<file path="src/rtl/line_rasterizer.sv">
// line_rasterizer: Bresenham line rasterizer covering all octants.
// Accepts one edge (x0,y0)->(x1,y1) per Start/Done handshake and emits one
// pixel per accepted Pixel_Valid/Pixel_Ready cycle, both endpoints included.
module line_rasterizer #(
  parameter int COORD_W = 10
) (
  input  logic               Clk,
  input  logic               Reset,
  input  logic               Start,
  input  logic [COORD_W-1:0] x0,
  input  logic [COORD_W-1:0] y0,
  input  logic [COORD_W-1:0] x1,
  input  logic [COORD_W-1:0] y1,
  output logic [COORD_W-1:0] DrawX,
  output logic [COORD_W-1:0] DrawY,
  output logic               Pixel_Valid,
  input  logic               Pixel_Ready,
  output logic               Busy,
  output logic               Done
);

  // Two extra bits: one for sign, one so dx+dy and err updates of a
  // full-screen line cannot overflow.
  localparam int SW = COORD_W + 2;

  localparam logic [1:0] S_IDLE  = 2'd0;
  localparam logic [1:0] S_SETUP = 2'd1;
  localparam logic [1:0] S_PLOT  = 2'd2;
  localparam logic [1:0] S_DONE  = 2'd3;

  localparam logic [COORD_W-1:0] ONE = {{(COORD_W-1){1'b0}}, 1'b1};

  logic [1:0]                state_q, state_d;
  logic [COORD_W-1:0]        lx0_q, ly0_q, lx1_q, ly1_q;
  logic [COORD_W-1:0]        lx0_d, ly0_d, lx1_d, ly1_d;
  logic [COORD_W-1:0]        cur_x_q, cur_y_q, cur_x_d, cur_y_d;
  logic signed [SW-1:0]      dx_q, dy_q, err_q, dx_d, dy_d, err_d;
  // Step direction flags: 1 means step by -1, 0 means step by +1.
  logic                      sx_q, sy_q, sx_d, sy_d;
  logic                      valid_q, valid_d;
  logic                      busy_q, busy_d;
  logic                      done_q, done_d;

  logic [COORD_W-1:0]        abs_dx_s, abs_dy_s;
  logic signed [SW-1:0]      setup_dx_s, setup_dy_s;
  logic signed [SW:0]        e2_s, dx_ext_s, dy_ext_s;
  logic                      step_x_s, step_y_s;
  logic signed [SW-1:0]      err_add_x_s, err_add_y_s;
  logic                      at_end_s, accept_s;

  assign DrawX       = cur_x_q;
  assign DrawY       = cur_y_q;
  assign Pixel_Valid = valid_q;
  assign Busy        = busy_q;
  assign Done        = done_q;

  // Setup-time geometry and per-pixel Bresenham step decisions.
  always_comb begin
    abs_dx_s    = (lx1_q >= lx0_q) ? (lx1_q - lx0_q) : (lx0_q - lx1_q);
    abs_dy_s    = (ly1_q >= ly0_q) ? (ly1_q - ly0_q) : (ly0_q - ly1_q);
    setup_dx_s  = signed'({2'b00, abs_dx_s});
    setup_dy_s  = {SW{1'b0}} - signed'({2'b00, abs_dy_s});
    e2_s        = {err_q, 1'b0};
    dx_ext_s    = {dx_q[SW-1], dx_q};
    dy_ext_s    = {dy_q[SW-1], dy_q};
    step_x_s    = (e2_s >= dy_ext_s);
    step_y_s    = (e2_s <= dx_ext_s);
    err_add_x_s = step_x_s ? dy_q : {SW{1'b0}};
    err_add_y_s = step_y_s ? dx_q : {SW{1'b0}};
    at_end_s    = (cur_x_q == lx1_q) && (cur_y_q == ly1_q);
    accept_s    = valid_q && Pixel_Ready;
  end

  // Next-state logic for the control FSM and the datapath registers.
  always_comb begin
    state_d = state_q;
    lx0_d   = lx0_q;
    ly0_d   = ly0_q;
    lx1_d   = lx1_q;
    ly1_d   = ly1_q;
    cur_x_d = cur_x_q;
    cur_y_d = cur_y_q;
    dx_d    = dx_q;
    dy_d    = dy_q;
    err_d   = err_q;
    sx_d    = sx_q;
    sy_d    = sy_q;
    valid_d = valid_q;
    busy_d  = busy_q;
    done_d  = done_q;
    case (state_q)
      S_IDLE: begin
        if (Start) begin
          lx0_d   = x0;
          ly0_d   = y0;
          lx1_d   = x1;
          ly1_d   = y1;
          busy_d  = 1'b1;
          state_d = S_SETUP;
        end else begin
          busy_d  = 1'b0;
        end
      end
      S_SETUP: begin
        dx_d    = setup_dx_s;
        dy_d    = setup_dy_s;
        err_d   = setup_dx_s + setup_dy_s;
        sx_d    = !(lx0_q < lx1_q);
        sy_d    = !(ly0_q < ly1_q);
        cur_x_d = lx0_q;
        cur_y_d = ly0_q;
        valid_d = 1'b1;
        state_d = S_PLOT;
      end
      S_PLOT: begin
        if (accept_s) begin
          if (at_end_s) begin
            valid_d = 1'b0;
            busy_d  = 1'b0;
            done_d  = 1'b1;
            state_d = S_DONE;
          end else begin
            // Both axis updates use the same pre-update err.
            err_d = err_q + err_add_x_s + err_add_y_s;
            if (step_x_s) begin
              cur_x_d = sx_q ? (cur_x_q - ONE) : (cur_x_q + ONE);
            end else begin
              cur_x_d = cur_x_q;
            end
            if (step_y_s) begin
              cur_y_d = sy_q ? (cur_y_q - ONE) : (cur_y_q + ONE);
            end else begin
              cur_y_d = cur_y_q;
            end
          end
        end else begin
          state_d = S_PLOT;
        end
      end
      S_DONE: begin
        // A held Start must not retrigger; wait for it to drop.
        if (!Start) begin
          done_d  = 1'b0;
          state_d = S_IDLE;
        end else begin
          done_d  = 1'b1;
        end
      end
      default: begin
        valid_d = 1'b0;
        busy_d  = 1'b0;
        done_d  = 1'b0;
        state_d = S_IDLE;
      end
    endcase
  end

  // State and datapath registers with synchronous reset.
  always_ff @(posedge Clk) begin
    if (Reset) begin
      state_q <= S_IDLE;
      lx0_q   <= {COORD_W{1'b0}};
      ly0_q   <= {COORD_W{1'b0}};
      lx1_q   <= {COORD_W{1'b0}};
      ly1_q   <= {COORD_W{1'b0}};
      cur_x_q <= {COORD_W{1'b0}};
      cur_y_q <= {COORD_W{1'b0}};
      dx_q    <= {SW{1'b0}};
      dy_q    <= {SW{1'b0}};
      err_q   <= {SW{1'b0}};
      sx_q    <= 1'b0;
      sy_q    <= 1'b0;
      valid_q <= 1'b0;
      busy_q  <= 1'b0;
      done_q  <= 1'b0;
    end else begin
      state_q <= state_d;
      lx0_q   <= lx0_d;
      ly0_q   <= ly0_d;
      lx1_q   <= lx1_d;
      ly1_q   <= ly1_d;
      cur_x_q <= cur_x_d;
      cur_y_q <= cur_y_d;
      dx_q    <= dx_d;
      dy_q    <= dy_d;
      err_q   <= err_d;
      sx_q    <= sx_d;
      sy_q    <= sy_d;
      valid_q <= valid_d;
      busy_q  <= busy_d;
      done_q  <= done_d;
    end
  end

endmodule
</file>
<file path="config.mk">
export PLATFORM = sky130hd
export DESIGN_NAME = line_rasterizer
export DESIGN_NICKNAME = d
export VERILOG_FILES = /design/src/rtl/line_rasterizer.sv
export SDC_FILE = /design/constraint.sdc
export NUM_CORES = 1
export LEC_CHECK = 0
export BUFFER_PORTS_ARGS = -buffer_cell sky130_fd_sc_hd__buf_2
export CORE_UTILIZATION = 50
export CTS_CLUSTER_DIAMETER = 60
export CTS_CLUSTER_SIZE = 20
export DETAILED_ROUTE_END_ITERATION = 7
export PLACE_DENSITY = 0.68
export SYNTH_ARGS = -nofsm -noshare
export SYNTH_HDL_FRONTEND = slang
export SYNTH_SLANG_ARGS = --single-unit
</file>
<file path="constraint.sdc">
create_clock -name Clk -period 6.7 [get_ports Clk]
set_input_delay 0.67 -clock Clk [delete_from_list [all_inputs] [get_ports Clk]]
set_output_delay 0.67 -clock Clk [all_outputs]
set_load 0.01 [all_outputs]
</file>
# [Word-level counts from Yosys, hierarchy flattened]
# Cells that the tools add are included.
[word_totals] regBits=100 inputBits=44 out_inout_bits=23 wordCells=92
[classes] addsub=12 magnitude_cmp=6 n_eq_ne=13 muxes=30 n_reduce_logical=16
[op_table] operator="$mux W10" count=11
[op_table] operator="$pmux W10 S2" count=2
[op_table] operator="$sub A10 B10 Y10" count=4
[op_table] operator="$mux W12" count=3
[op_table] operator="$pmux W12 S2" count=1
[op_table] operator="$add A10 B1 Y10 const B" count=2
[op_table] operator="$eq A10 B10 Y1" count=2
[op_table] operator="$ge A10 B10 Y1" count=2
[op_table] operator="$lt A10 B10 Y1" count=2
[op_table] operator="$sub A10 B1 Y10 const B" count=2
[op_table] operator="$reduce_and A3 Y1" count=5
[op_table] operator="$ne A2 B2 Y1 const B" count=7
[op_table] operator="$ge A13 B11 Y1" count=1
[op_table] operator="$le A13 B11 Y1" count=1
[op_table] operator="$add A11 B11 Y12" count=1
[op_table] operator="$add A12 B11 Y12" count=1
[op_table] operator="$add A12 B12 Y12" count=1
[op_table] operator="$sub A1 B10 Y11 const A" count=1
[op_table] operator="$mux W2" count=4
[op_table] operator="$pmux W2 S4" count=1
[op_table] operator="$reduce_and A4 Y1" count=2
[op_table] operator="$pmux W1 S2" count=3
[op_table] operator="$reduce_bool A2 Y1" count=3
[op_table] operator="$mux W1" count=5
[op_table] operator="other kinds (7)" count=10

# [Logic depth before layout (Yosys ltp)]
# Gate-level depths: netlist of run 1.
[logic_depth] ltp_word=7 mapped_depth=23 mapped_depth_nobuf=23

# [Worst setup path after synthesis of run 1]
# Ideal clock, no wire load.
[synth_timing] path_kind="reg2reg" from="register dx_q[2]" to="register err_q[11]" setup_ns=0.136 arrival_ns=4.374 t_required_ns=6.564 setup_slack_ns=2.190 stages_incl_launch_ff=22 n_path_buf=0 period_less_slack_ns=4.510 path_cell_list="dfxtp_1 > inv_1 > ha_1 > a21o_1 > a21o_1 > a21o_1 > a2111oi_0 > o21ai_1 > a21oi_1 > fa_1 > ha_1 > inv_1 > fa_1 > nor2b_1 > o2111ai_1 > nand3_1 > o41a_1 > a21o_1 > a21oi_1 > xnor3_1 > a22oi_1 > o32ai_1"
[synth_between] elab_chain_len=6
[synth_rtl] item="start: declaration" line_no="37" rtl="logic signed [SW-1:0] dx_q, dy_q, err_q, dx_d, dy_d, err_d;"
[synth_rtl] item="start signal: assignment" line_no="168" rtl="dx_q <= {SW{1'b0}};"
[synth_rtl] item="$le A13 B11 Y1" line_no="67" rtl="step_y_s = (e2_s <= dx_ext_s);"
[synth_rtl] item="$mux W10 (*)" line_no="69" rtl="err_add_y_s = step_y_s ? dx_q : {SW{1'b0}};"
[synth_rtl] item="$add A12 B11 Y12 (*)" line_no="124" rtl="err_d = err_q + err_add_x_s + err_add_y_s;"
[synth_rtl] item="$mux W12 (*)" line_no="117" rtl="if (at_end_s) begin"
[synth_rtl] item="$mux W12 (*)" line_no="116" rtl="if (accept_s) begin"
[synth_rtl] item="$pmux W12 S2 (*)" line_no="91" rtl="case (state_q)"
[synth_rtl] item="end signal: assignment" line_no="170" rtl="err_q <= {SW{1'b0}};"
[synth_rtl] item="end signal: assignment" line_no="186" rtl="err_q <= err_d;"
[synth_rtl] item="end: declaration" line_no="37"
# Mark *: on every way between the ends. The rest lies on a longest branch, timed or not. The select of a mux whose other input is x is not followed.
# A chain may end at the register's enable or synchronous reset.

# [Worst setup path in the final report of run 1]
# Ends and elaborated chain as after synthesis.

==> results of run 1 <==
[layer usage]
layer / routed length [um] / part of all wire
met1: 11260 / 0.49
met2: 10550 / 0.45
met3: 985 / 0.042
met4: 405 / 0.017
met5: 0 / 0
[cell families after synthesis]
group / count (synthesis) / synth area share
xor+xnor: 62 / 0.06363
compound gates: 281 / 0.2112
buf+inv: 152 / 0.07006
simple gates: 357 / 0.1955
mux: 37 / 0.04247
fa+ha+maj: 121 / 0.1884
flops: 100 / 0.2288
[path summary, 6_finish.rpt]
check | from | end | slack (ps)
hold reg to reg | dx_q[4] | dx_q[4] | 480
setup reg to reg | dx_q[2] | err_q[11] | 1750
hold / removal | dx_q[4] | dx_q[4] | 480
setup / recovery | dx_q[2] | err_q[11] | 1750
[Yosys cell counts, types with 4 or more instances]
master                      instances
sky130_fd_sc_hd__mux2i_1           36
sky130_fd_sc_hd__ha_1             103
sky130_fd_sc_hd__a31oi_1            5
sky130_fd_sc_hd__nand2b_1          10
sky130_fd_sc_hd__and2_1            18
sky130_fd_sc_hd__xnor2_1           37
sky130_fd_sc_hd__fa_1              18
sky130_fd_sc_hd__nand4_1           11
sky130_fd_sc_hd__a211o_1            7
sky130_fd_sc_hd__a21o_1            21
sky130_fd_sc_hd__nor4_1             6
sky130_fd_sc_hd__or3_1              8
sky130_fd_sc_hd__buf_6              4
sky130_fd_sc_hd__nand3_1           25
sky130_fd_sc_hd__a2111oi_0          6
sky130_fd_sc_hd__dfxtp_1          100
sky130_fd_sc_hd__nand2_1          125
sky130_fd_sc_hd__a211oi_1          18
sky130_fd_sc_hd__o211ai_1           9
sky130_fd_sc_hd__o21bai_1           5
sky130_fd_sc_hd__a21oi_1          106
sky130_fd_sc_hd__buf_2              7
sky130_fd_sc_hd__inv_1            104
sky130_fd_sc_hd__o21a_1             8
sky130_fd_sc_hd__clkbuf_1          33
sky130_fd_sc_hd__nor2_1            88
sky130_fd_sc_hd__xor2_1            24
sky130_fd_sc_hd__nor3_1            19
sky130_fd_sc_hd__nor2b_1           21
sky130_fd_sc_hd__o21ai_0           44
[critical path: stages (launching register included)]
cell and delay [ps]:
sky130_fd_sc_hd__dfxtp_1 340, sky130_fd_sc_hd__inv_1 60, sky130_fd_sc_hd__ha_1 310, sky130_fd_sc_hd__a21o_1 180, sky130_fd_sc_hd__a21o_1 160, sky130_fd_sc_hd__a21o_1 160, sky130_fd_sc_hd__a2111oi_0 380, sky130_fd_sc_hd__o21ai_1 310
sky130_fd_sc_hd__a21oi_1 270, sky130_fd_sc_hd__fa_1 440, sky130_fd_sc_hd__ha_1 240, sky130_fd_sc_hd__inv_1 80, sky130_fd_sc_hd__fa_1 180, sky130_fd_sc_hd__nor2b_1 70, sky130_fd_sc_hd__o2111ai_1 170, sky130_fd_sc_hd__nand3_1 130
sky130_fd_sc_hd__o41a_1 360, sky130_fd_sc_hd__a21o_1 190, sky130_fd_sc_hd__a21oi_1 170, sky130_fd_sc_hd__xnor3_1 330, sky130_fd_sc_hd__a22oi_1 160, sky130_fd_sc_hd__o32ai_1 110
[layout make-up]
cell class / instances / area [um^2] / share of cell area
Tap cell: 225 / 281.5 / 0.02969
Inverter: 104 / 390.4 / 0.04117
Sequential cell: 100 / 2002 / 0.2111
Timing Repair Buffer: 74 / 392.9 / 0.04143
Multi-Input combinational cell: 858 / 6136 / 0.6471
Clock inverter: 6 / 51.30 / 0.005410
Clock buffer: 10 / 229.0 / 0.02415
[through the flow]
stage          worst slack (ps)  utilization  cell area [um^2]  total power, uW
2_1_floorplan              2190            -              8751             4045
3_3_place_gp               1914       0.5358              9203             4925
3_5_place_dp               1805       0.5358              9203             4965
4_1_cts                    1770       0.5521              9483             5507
5_1_grt                    1385       0.5521              9483             6050
6_report                   1754       0.5521              9483             5543
[cell usage in the layout, fill, tap and decap left out, types with 9 or more instances in the layout]
master	netlist	routed
sky130_fd_sc_hd__clkbuf_16	0	9
sky130_fd_sc_hd__and2_1	18	18
sky130_fd_sc_hd__nand4_1	11	11
sky130_fd_sc_hd__buf_2	7	65
sky130_fd_sc_hd__nor3_1	19	19
sky130_fd_sc_hd__a21o_1	21	21
sky130_fd_sc_hd__buf_4	1	9
sky130_fd_sc_hd__nor2_1	88	88
sky130_fd_sc_hd__dfxtp_1	100	100
sky130_fd_sc_hd__xnor2_1	37	37
sky130_fd_sc_hd__ha_1	103	103
sky130_fd_sc_hd__nand3_1	25	25
sky130_fd_sc_hd__a211oi_1	18	18
sky130_fd_sc_hd__o21ai_0	44	44
sky130_fd_sc_hd__nand2_1	125	125
sky130_fd_sc_hd__mux2i_1	36	36
sky130_fd_sc_hd__o211ai_1	9	9
sky130_fd_sc_hd__a21oi_1	106	106
sky130_fd_sc_hd__nor2b_1	21	21
sky130_fd_sc_hd__nand2b_1	10	10
sky130_fd_sc_hd__xor2_1	24	24
sky130_fd_sc_hd__fa_1	18	18
sky130_fd_sc_hd__inv_1	104	104
[power by group]
part           switching (uW)  internal, uW  leakage, uW
combinational            2380          1710      0.00326
sequential                183           748     0.000819
clock                     265           260     0.000140
total                    2830          2710      0.00422
==> reports/summary.md, run 1 <==
Die
• 48 — Rows
• 134.3 um — width of the chip
• 18040 um^2 — DIE AREA
• 0.5095 — starting density of the core
• 17180 um^2 — placeable core region
• 134.3 um — Die Y
• 67 — number of I/O pins

STA
• 0.3067 — Max-Slew Margin vs Limit
• 0 — number of setup violations in the final report
• 477.4 ps — worst hold slack after final layout
• 0 — number of hold-slack violations in the final timing report
• 4946 ps — final critical path time including I/O delays and setup
• 0.7382 — Period Utilization, post-route
• 15.02 ps — Post-Route Skew
• 0 ps — Setup TNS
• 1036 ps — actual transition at the worst max-transition pin
• false — setup repair after global routing missed its margin
• 0 — count of final max-slew check failures
• 202.2 MHz — highest clock rate

Route
• 23200 um — aggregate routed wire length
• 7842 — total number of vias
• 0 — antenna violation net count after detailed routing
• 5.695 — via-per-instance ratio
• 526 — initial DRC count
• 6 — detailed-router iteration count before antenna repair
• 16.85 um — drt wl/cell
• 0 — number of design rule violations left after detail routing

Worst setup path
• 21 — number of cells traversed by the worst register-to-register path
• register to register — Worst Path Class, Setup
• 10 — top fanout value on the critical path
• 6920 ps — Critical Path RT
• 5160 ps — CP Data Arrival Time
• register — Worst Setup Start Kind
• register — capturing element type of the critical path

CTS
• yes — TritonCTS clock tree
• 3 — maximum level of the CTS H-tree
• 0 — number of hold-repair buffers added at the cts stage
• 0 — Resized cells post-CTS
• 0 — post-CTS setup buffers
• sky130_fd_sc_hd__clkbuf_16 — CTS root buf
• 9 — number of CTS-inserted buffers
• 360 ps — clk_lat worst skew
• 100 — Clock Sinks
• 2 — clock buffer depth
• 70 ps — clock transition at the registers of the reported paths

Synth
• sky130_fd_sc_hd__dfxtp_1 23%, sky130_fd_sc_hd__ha_1 15%, sky130_fd_sc_hd__a21oi_1 6.1%, sky130_fd_sc_hd__nand2_1 5.4%, sky130_fd_sc_hd__inv_1 4.5% — synth top area cells
• 100 — number of storage elements in the synthesis netlist
• 0.2288 — fraction of synthesized cell area taken by the top area cell type
• 0 — EDFF count, synth
• sky130_fd_sc_hd__dfxtp_1 — top cell type by total area after synthesis
• 0 — fraction of registers with async set/reset
• sky130_fd_sc_hd__dfxtp_1 — most used flip-flop cell after synthesis
• 1110 — Synth Instances
• 1275 — net count after synthesis
• 8751 um^2 — cell area after synthesis
• 0.2288 — sequential area share after synthesis
• 0 — yosys synthesis warning count
• 80 — distinct cell type count after synthesis
• 7.884 um^2 — Syn Area/Cell

Placement
• 1361 — number of placed cells counting well taps
• 0.9298 — gpl congestion
• 66 — number of buffers inserted by port buffering
• 17860 um — DPL Wire Length

Global route
• 0 — number of antenna violations at the first check in global routing
• 7205 — vias in the first global route
• 0.3678 — met1 layer usage reported by global route
• 72 — maximum number of pins on one net before global-route repair
• met2 — most heavily used metal layer in global routing
• 0.4309 — met2 global-route usage
• 0.2653 — overall global routing resource usage
• 0.03893 — GR met3 Demand/Resource
• 37620 um — first-pass GRT wire length
• 0 — global route overflow

Cells and area
• 1681 — Filler Cells Inserted
• err_q — register with the most flip-flops
• 0 — number of diodes
• err_q (12), dy_q (11) — largest registers
• 1377 — non-filler instance count after layout
• 1312 — final layout net count
• 8.364% — Layout Area Growth over Synthesis
• 0.09549 — layout cell share with drive strength beyond 1
• 12 — flip-flop count of the largest register, all copies and words added

Power
• 0.004215 uW — leakage power total
• 0.3117 mV — maximum resistive drop on vdd
• 584.6 nW/um^2 — areal power density over the cells

Outcome
• completed — result of the run

Job
• 0 — Maximum Capacitance Violations

Hold path
• register to register — type of the most critical hold path
• 2 — number of instances on the worst hold path

No activity file was read; power rests on OpenSTA's default activity.
==> inputs of run 2 (changes only) <==
--- a/config.mk
+++ b/config.mk
@@ -5,6 +5,7 @@
 export SDC_FILE = /design/constraint.sdc
 export NUM_CORES = 1
 export LEC_CHECK = 0
+export ABC_AREA = 1
 export BUFFER_PORTS_ARGS = -buffer_cell sky130_fd_sc_hd__buf_2
 export CORE_UTILIZATION = 50
 export CTS_CLUSTER_DIAMETER = 60
==> constraint.sdc (replaced) <==
create_clock -name Clk -period 4.73 [get_ports Clk]
set_input_delay 0.473 -clock Clk [delete_from_list [all_inputs] [get_ports Clk]]
set_output_delay 0.473 -clock Clk [all_outputs]
set_load 0.01 [all_outputs]
==> run 2 against run 1 <==
  * Hold slack got worse by 84 ps
  * First-iteration DRC count grew 13%
  * Final area grew 5.9%
  * Highest routed layer unchanged
  * Via count increased by 15%
  * Maximum frequency is 15% higher
  * Area after synthesis grew 5.7%
  * Critical path type unchanged
  * Global-route usage increased by 1.5 points
  * Sequential share of layout area fell by 1.2 points
  * Cell count rose by 21%
  * Synthesized cell count up 26%
  * Die area rose by 5.6%
==> reports/summary.md, run 2 <==
Route
• 5.380 — via-per-instance ratio
• 8995 — total number of vias
• 0 — number of design rule violations left after detail routing
• 5 — detailed-router iteration count before antenna repair
• 15.61 um — drt wl/cell
• 597 — initial DRC count
• 0 — antenna violation net count after detailed routing
• 26100 um — aggregate routed wire length

CTS
• 70 ps — clock transition at the registers of the reported paths
• 0 — post-CTS setup buffers
• 100 — Clock Sinks
• 2 — clock buffer depth
• 360 ps — clk_lat worst skew
• yes — TritonCTS clock tree
• 9 — number of CTS-inserted buffers
• sky130_fd_sc_hd__clkbuf_16 — CTS root buf
• 3 — maximum level of the CTS H-tree

Cells and area
• 12 — flip-flop count of the largest register, all copies and words added
• err_q — register with the most flip-flops
• 2002 um^2 — Sequential cell area
• 0.1053 — layout cell share with drive strength beyond 1
• 6252 um^2 — total area of multi-input combinational cells
• sky130_fd_sc_hd__nand2_1 — most common cell after layout, fill and taps aside
• 0 — number of diodes
• 296 x sky130_fd_sc_hd__nand2_1, 204 x sky130_fd_sc_hd__inv_1, 147 x sky130_fd_sc_hd__a21oi_1 — most frequent cells in the layout
• 8.535% — Layout Area Growth over Synthesis
• err_q (12), dy_q (11) — largest registers
• 1854 — Filler Cells Inserted
• 1603 — final layout net count

Synth
• 0.2164 — sequential area share after synthesis
• 9250 um^2 — cell area after synthesis
• sky130_fd_sc_hd__dfxtp_1 22%, sky130_fd_sc_hd__ha_1 14%, sky130_fd_sc_hd__nand2_1 12%, sky130_fd_sc_hd__inv_1 8.3%, sky130_fd_sc_hd__a21oi_1 8.0% — synth top area cells
• 297 x sky130_fd_sc_hd__nand2_1, 205 x sky130_fd_sc_hd__inv_1, 147 x sky130_fd_sc_hd__a21oi_1 — top cells by instance count after synthesis
• 0.2164 — fraction of synthesized cell area taken by the top area cell type
• sky130_fd_sc_hd__dfxtp_1 — top cell type by total area after synthesis
• sky130_fd_sc_hd__nand2_1 — most common cell in the netlist
• 1561 — net count after synthesis
• 100 — number of storage elements in the synthesis netlist
• sky130_fd_sc_hd__dfxtp_1 — most used flip-flop cell after synthesis
• 51 — distinct cell type count after synthesis
• 1396 — Synth Instances
• 6.626 um^2 — Syn Area/Cell
• 0 — yosys synthesis warning count
• 0 — fraction of registers with async set/reset
• 0 — EDFF count, synth

STA
• 0 ps — Setup TNS
• false — setup repair after global routing missed its margin
• 926.3 ps — actual transition at the worst max-transition pin
• 0 — count of final max-slew check failures
• 0.9088 — Period Utilization, post-route
• 431.6 ps — minimum setup slack in the final design
• 0 — number of hold-slack violations in the final timing report
• 0.3803 — Max-Slew Margin vs Limit
• 0 — number of setup violations in the final report
• 8.933 ps — Post-Route Skew
• 232.6 MHz — highest clock rate
• 4298 ps — final critical path time including I/O delays and setup

Worst setup path
• 4550 ps — CP Data Arrival Time
• 430 ps — setup slack of the most critical reg-to-reg path
• register to register — Worst Path Class, Setup
• 4980 ps — Critical Path RT
• register — Worst Setup Start Kind
• err_q[9] — end of the worst register-to-register path
• register — capturing element type of the critical path
• 27 — number of cells traversed by the worst register-to-register path
• 10 — top fanout value on the critical path
• ly1_q[0] — start of the worst register-to-register path

Die
• 67 — number of I/O pins
• 138.0 um — width of the chip
• 18020 um^2 — placeable core region
• 0.5132 — starting density of the core
• 138.0 um — Die Y
• 49 — Rows
• 19050 um^2 — DIE AREA

Placement
• 466.5 ps — Post-Place Setup Slack
• 0.9245 — gpl congestion
• 20740 um — DPL Wire Length
• 66 — number of buffers inserted by port buffering

Hold path
• input port to register — type of the most critical hold path
• 3 — number of instances on the worst hold path
• lx0_q[2] — worst hold endpoint
• x0[2] — start point of the worst hold path

Outcome
• completed — result of the run

Global route
• 0 — number of antenna violations at the first check in global routing
• 0 — global route overflow
• 0.2804 — overall global routing resource usage
• 43440 um — first-pass GRT wire length
• 8534 — vias in the first global route
• 58 — maximum number of pins on one net before global-route repair

Job
• 0 — Maximum Capacitance Violations

[run 2: cell types whose count changed after synthesis, moves of 36 or more]
cell / delta
sky130_fd_sc_hd__nand2_1: +172
sky130_fd_sc_hd__inv_1: +101
sky130_fd_sc_hd__o21ai_0: +90
sky130_fd_sc_hd__nand3_1: +42
sky130_fd_sc_hd__a21oi_1: +41
sky130_fd_sc_hd__mux2i_1: -36
[run 2: worst max-delay path, cell delays in order, from the launching register on]
cell	delay (ps)
sky130_fd_sc_hd__dfxtp_1	340
sky130_fd_sc_hd__inv_1	80
sky130_fd_sc_hd__ha_1	220
sky130_fd_sc_hd__inv_1	120
sky130_fd_sc_hd__fa_1	430
sky130_fd_sc_hd__inv_1	70
sky130_fd_sc_hd__nor2_1	50
sky130_fd_sc_hd__nand2_1	100
sky130_fd_sc_hd__nor2_4	60
sky130_fd_sc_hd__nor2_8	110
sky130_fd_sc_hd__nand3_4	160
sky130_fd_sc_hd__o21ai_2	250
sky130_fd_sc_hd__ha_1	190
sky130_fd_sc_hd__inv_1	70
sky130_fd_sc_hd__nor2_4	190
sky130_fd_sc_hd__nand3_4	120
sky130_fd_sc_hd__xor2_2	180
sky130_fd_sc_hd__ha_1	360
sky130_fd_sc_hd__nand2_1	100
sky130_fd_sc_hd__nor3_1	130
sky130_fd_sc_hd__nand2_1	80
sky130_fd_sc_hd__nand2_1	110
sky130_fd_sc_hd__nand3_1	80
sky130_fd_sc_hd__nand2_1	80
sky130_fd_sc_hd__a21oi_1	80
sky130_fd_sc_hd__o21ai_0	160
sky130_fd_sc_hd__nand3_1	120
sky130_fd_sc_hd__o211a_1	140
[run 2: logic make-up (layout without fill, tap and decap cells)]
group	after synthesis	in the layout	share of synthesized area
AO/OA/AOI/OAI	337	337	0.1961
XOR/XNOR	42	42	0.04139
adder cells (fa/ha/maj)	121	121	0.1783
buffers and inverters	258	305	0.1079
flip-flops	100	100	0.2164
AND/OR/NAND/NOR	538	538	0.2598
[run 2: final cells by class]
cell class | count | area share
Multi-Input combinational cell | 1038 | 0.6228
Sequential cell | 100 | 0.1994
Inverter | 216 | 0.08101
Timing Repair Buffer | 73 | 0.03814
Tap cell | 229 | 0.02854
Clock buffer | 11 | 0.02418
Clock inverter | 5 | 0.005982
[run 2: what timing repair did]
item / CTS / global route
resized for setup: 0 / 1
hold buffers: 0 / 0
setup endpoints to repair: 0 / 1
endpoints found under the hold margin: 0 / 0
[run 2: worst max path at each step]
stage / end / startpoint / cells past startpoint / slack, ps
after CTS: err_q[8] / ly1_q[0] / 29 / 420
after floorplan: err_q[8] / ly1_q[0] / 29 / 1090
final: err_q[9] / ly1_q[0] / 27 / 430
after global placement: err_q[8] / ly1_q[0] / 29 / 510
after global routing: err_q[9] / ly1_q[0] / 27 / 30
after detailed placement: err_q[8] / ly1_q[0] / 29 / 470
[run 2: stage by stage]
stage | hold WS [ps] | instance area, um^2 | std cells | util
CTS | 389.6 | 10040 | 1672 | 0.5570
global route | 422.8 | 10040 | 1672 | 0.5570
detailed placement | 456.8 | 9737 | 1656 | 0.5402
finish | 393.5 | 10040 | 1672 | 0.5570
global placement | 454.9 | 9737 | 1656 | 0.5402
floorplan | 465.6 | 9250 | 1396 | -
[run 2: routing by layer]
| metal | part of all wire | vias to the layer above | wire, um | GRT usage |
|---|---|---|---|---|
| met2 | 0.46 | 220 | 11900 | 0.4550 |
| li1 | - | 4657 | - | - |
| met5 | 0 | - | 0 | 0 |
| met1 | 0.48 | 4082 | 12510 | 0.3919 |
| met4 | 0.021 | 0 | 536 | 0.09312 |
| met3 | 0.044 | 36 | 1153 | 0.02321 |
Power of run 2 is not shown: default switching activity piles up to over one toggle a cycle in this logic, so the estimate is an artifact.
==> inputs of run 3 (changes only) <==
--- a/config.mk
+++ b/config.mk
@@ -7,6 +7,7 @@
 export LEC_CHECK = 0
 export ABC_AREA = 1
 export BUFFER_PORTS_ARGS = -buffer_cell sky130_fd_sc_hd__buf_2
+export CORE_MARGIN = 4
 export CORE_UTILIZATION = 50
 export CTS_CLUSTER_DIAMETER = 60
 export CTS_CLUSTER_SIZE = 20
==> run 3 against run 2 <==
  * Routed wire length rose by 1.1%
  * Die area rose by 8.9%
  * Largest cell class unchanged
  * Count of clock-buffer cells in the layout is 1 lower
==> reports/summary.md, run 3 (same netlist as run 2, synthesis figures left out) <==
Outcome
• completed — result of the run

STA
• 0 — number of hold-slack violations in the final timing report
• 0 ps — Setup TNS
• 864.8 ps — actual transition at the worst max-transition pin
• 0 — count of final max-slew check failures
• false — setup repair after global routing missed its margin
• 0.4214 — Max-Slew Margin vs Limit
• 4376 ps — final critical path time including I/O delays and setup
• 228.5 MHz — highest clock rate
• 0.9252 — Period Utilization, post-route
• 0 — number of setup violations in the final report
• 11.26 ps — Post-Route Skew

Cells and area
• 1603 — final layout net count
• sky130_fd_sc_hd__nand2_1 — most common cell after layout, fill and taps aside
• 10070 um^2 — final instance area
• err_q (12), dy_q (11) — largest registers
• 8.900% — Layout Area Growth over Synthesis
• 12 — flip-flop count of the largest register, all copies and words added
• 0 — number of diodes
• 0.1047 — layout cell share with drive strength beyond 1
• 1816 — Filler Cells Inserted
• 296 x sky130_fd_sc_hd__nand2_1, 204 x sky130_fd_sc_hd__inv_1, 147 x sky130_fd_sc_hd__a21oi_1 — most frequent cells in the layout
• err_q — register with the most flip-flops

Worst setup path
• sky130_fd_sc_hd__fa_1 — crit path max-delay cell type
• register — capturing element type of the critical path
• sky130_fd_sc_hd__nand2_1 — most used cell, CP
• register to register — Worst Path Class, Setup
• 4980 ps — Critical Path RT
• register — Worst Setup Start Kind
• 440 ps — stage delay of the slowest cell on the critical path
• 10 — top fanout value on the critical path
• 4620 ps — CP Data Arrival Time

Die
• 144.0 um — width of the chip
• 0.5114 — starting density of the core
• 49 — Rows
• 18090 um^2 — placeable core region
• 20740 um^2 — DIE AREA
• 144.0 um — Die Y
• 67 — number of I/O pins

CTS
• 360 ps — clk_lat worst skew
• sky130_fd_sc_hd__clkbuf_16 — CTS root buf
• 70 ps — clock transition at the registers of the reported paths
• 100 — Clock Sinks
• 0 — post-CTS setup buffers
• 3 — maximum level of the CTS H-tree
• yes — TritonCTS clock tree
• 9 — number of CTS-inserted buffers
• 2 — clock buffer depth

Route
• 15.80 um — drt wl/cell
• 0 — number of design rule violations left after detail routing
• 0 — antenna violation net count after detailed routing
• 8984 — total number of vias
• 26400 um — aggregate routed wire length
• 5 — detailed-router iteration count before antenna repair
• 5.376 — via-per-instance ratio
• 491 — initial DRC count

Global route
• 42590 um — first-pass GRT wire length
• 0 — number of antenna violations at the first check in global routing
• 54 — maximum number of pins on one net before global-route repair
• 0 — global route overflow
• 8525 — vias in the first global route
• 0.2580 — overall global routing resource usage

Placement
• 9737 um^2 — placed cell area
• 20990 um — DPL Wire Length
• 66 — number of buffers inserted by port buffering
• 0.9667 — gpl congestion

Job
• 0 — Maximum Capacitance Violations

Hold path
• input port to register — type of the most critical hold path

==> run 3: cell count changes in the layout (fill, tap and decap cells not counted) <==
| cell | change |
|---|---|
| sky130_fd_sc_hd__inv_6 | +1 |
| sky130_fd_sc_hd__bufinv_16 | +2 |
| sky130_fd_sc_hd__clkinv_2 | -1 |
| sky130_fd_sc_hd__clkinv_4 | -1 |
| sky130_fd_sc_hd__clkbuf_8 | -1 |
| sky130_fd_sc_hd__clkinvlp_4 | -1 |
==> run 3: area by class of cell <==
class | instances | area (um^2) | share of cell area
Clock inverter | 5 | 107.6 | 0.01068
Multi-Input combinational cell | 1038 | 6252 | 0.6207
Timing Repair Buffer | 73 | 382.9 | 0.03801
Sequential cell | 100 | 2002 | 0.1987
Inverter | 216 | 813.3 | 0.08074
Tap cell | 229 | 286.5 | 0.02844
Clock buffer | 10 | 229.0 | 0.02273
==> run 3: worst paths after layout <==
check	start	end	slack (ps)	cells after the start
hold / removal	x0[6]	lx0_q[6]	390	3
hold reg to reg	Busy	Busy	460	2
setup reg to reg	ly1_q[0]	err_q[9]	350	27
setup / recovery	ly1_q[0]	err_q[9]	350	27
==> run 3: critical path: cells and delay by family, from the launching register on <==
family	cells	cell delay [ps]
fa+ha+maj	4	1220
simple gates	14	1490
buf+inv	4	380
compound gates	4	640
xor+xnor	1	180
flops	1	340
==> run 3: through the flow <==
step                setup WS (ps)  hold slack (ps)  cells    util
finish                      354.0            387.9   1671  0.5570
global route                7.762            395.2   1671  0.5570
CTS                         342.6            390.2   1671  0.5570
detailed placement          417.2            461.3   1656  0.5384
global placement            497.3            452.7   1656  0.5384
floorplan                    1086            465.6   1396       -
==> run 3: routing by layer <==
| metal | GRT usage | vias up | routed length (um) |
|---|---|---|---|
| met1 | 0.3519 | 4061 | 12300 |
| met4 | 0.09267 | 0 | 716 |
| met2 | 0.4299 | 238 | 12310 |
| met5 | 0 | - | 0 |
| li1 | - | 4643 | - |
| met3 | 0.01951 | 42 | 1077 |
==> run 3: repair_timing <==
item                                    in CTS  in global routing
endpoints found under the setup margin       0                  1
hold buffers                                 0                  0
resized for setup                            0                  1
Power of run 3 is left out for the same reason.
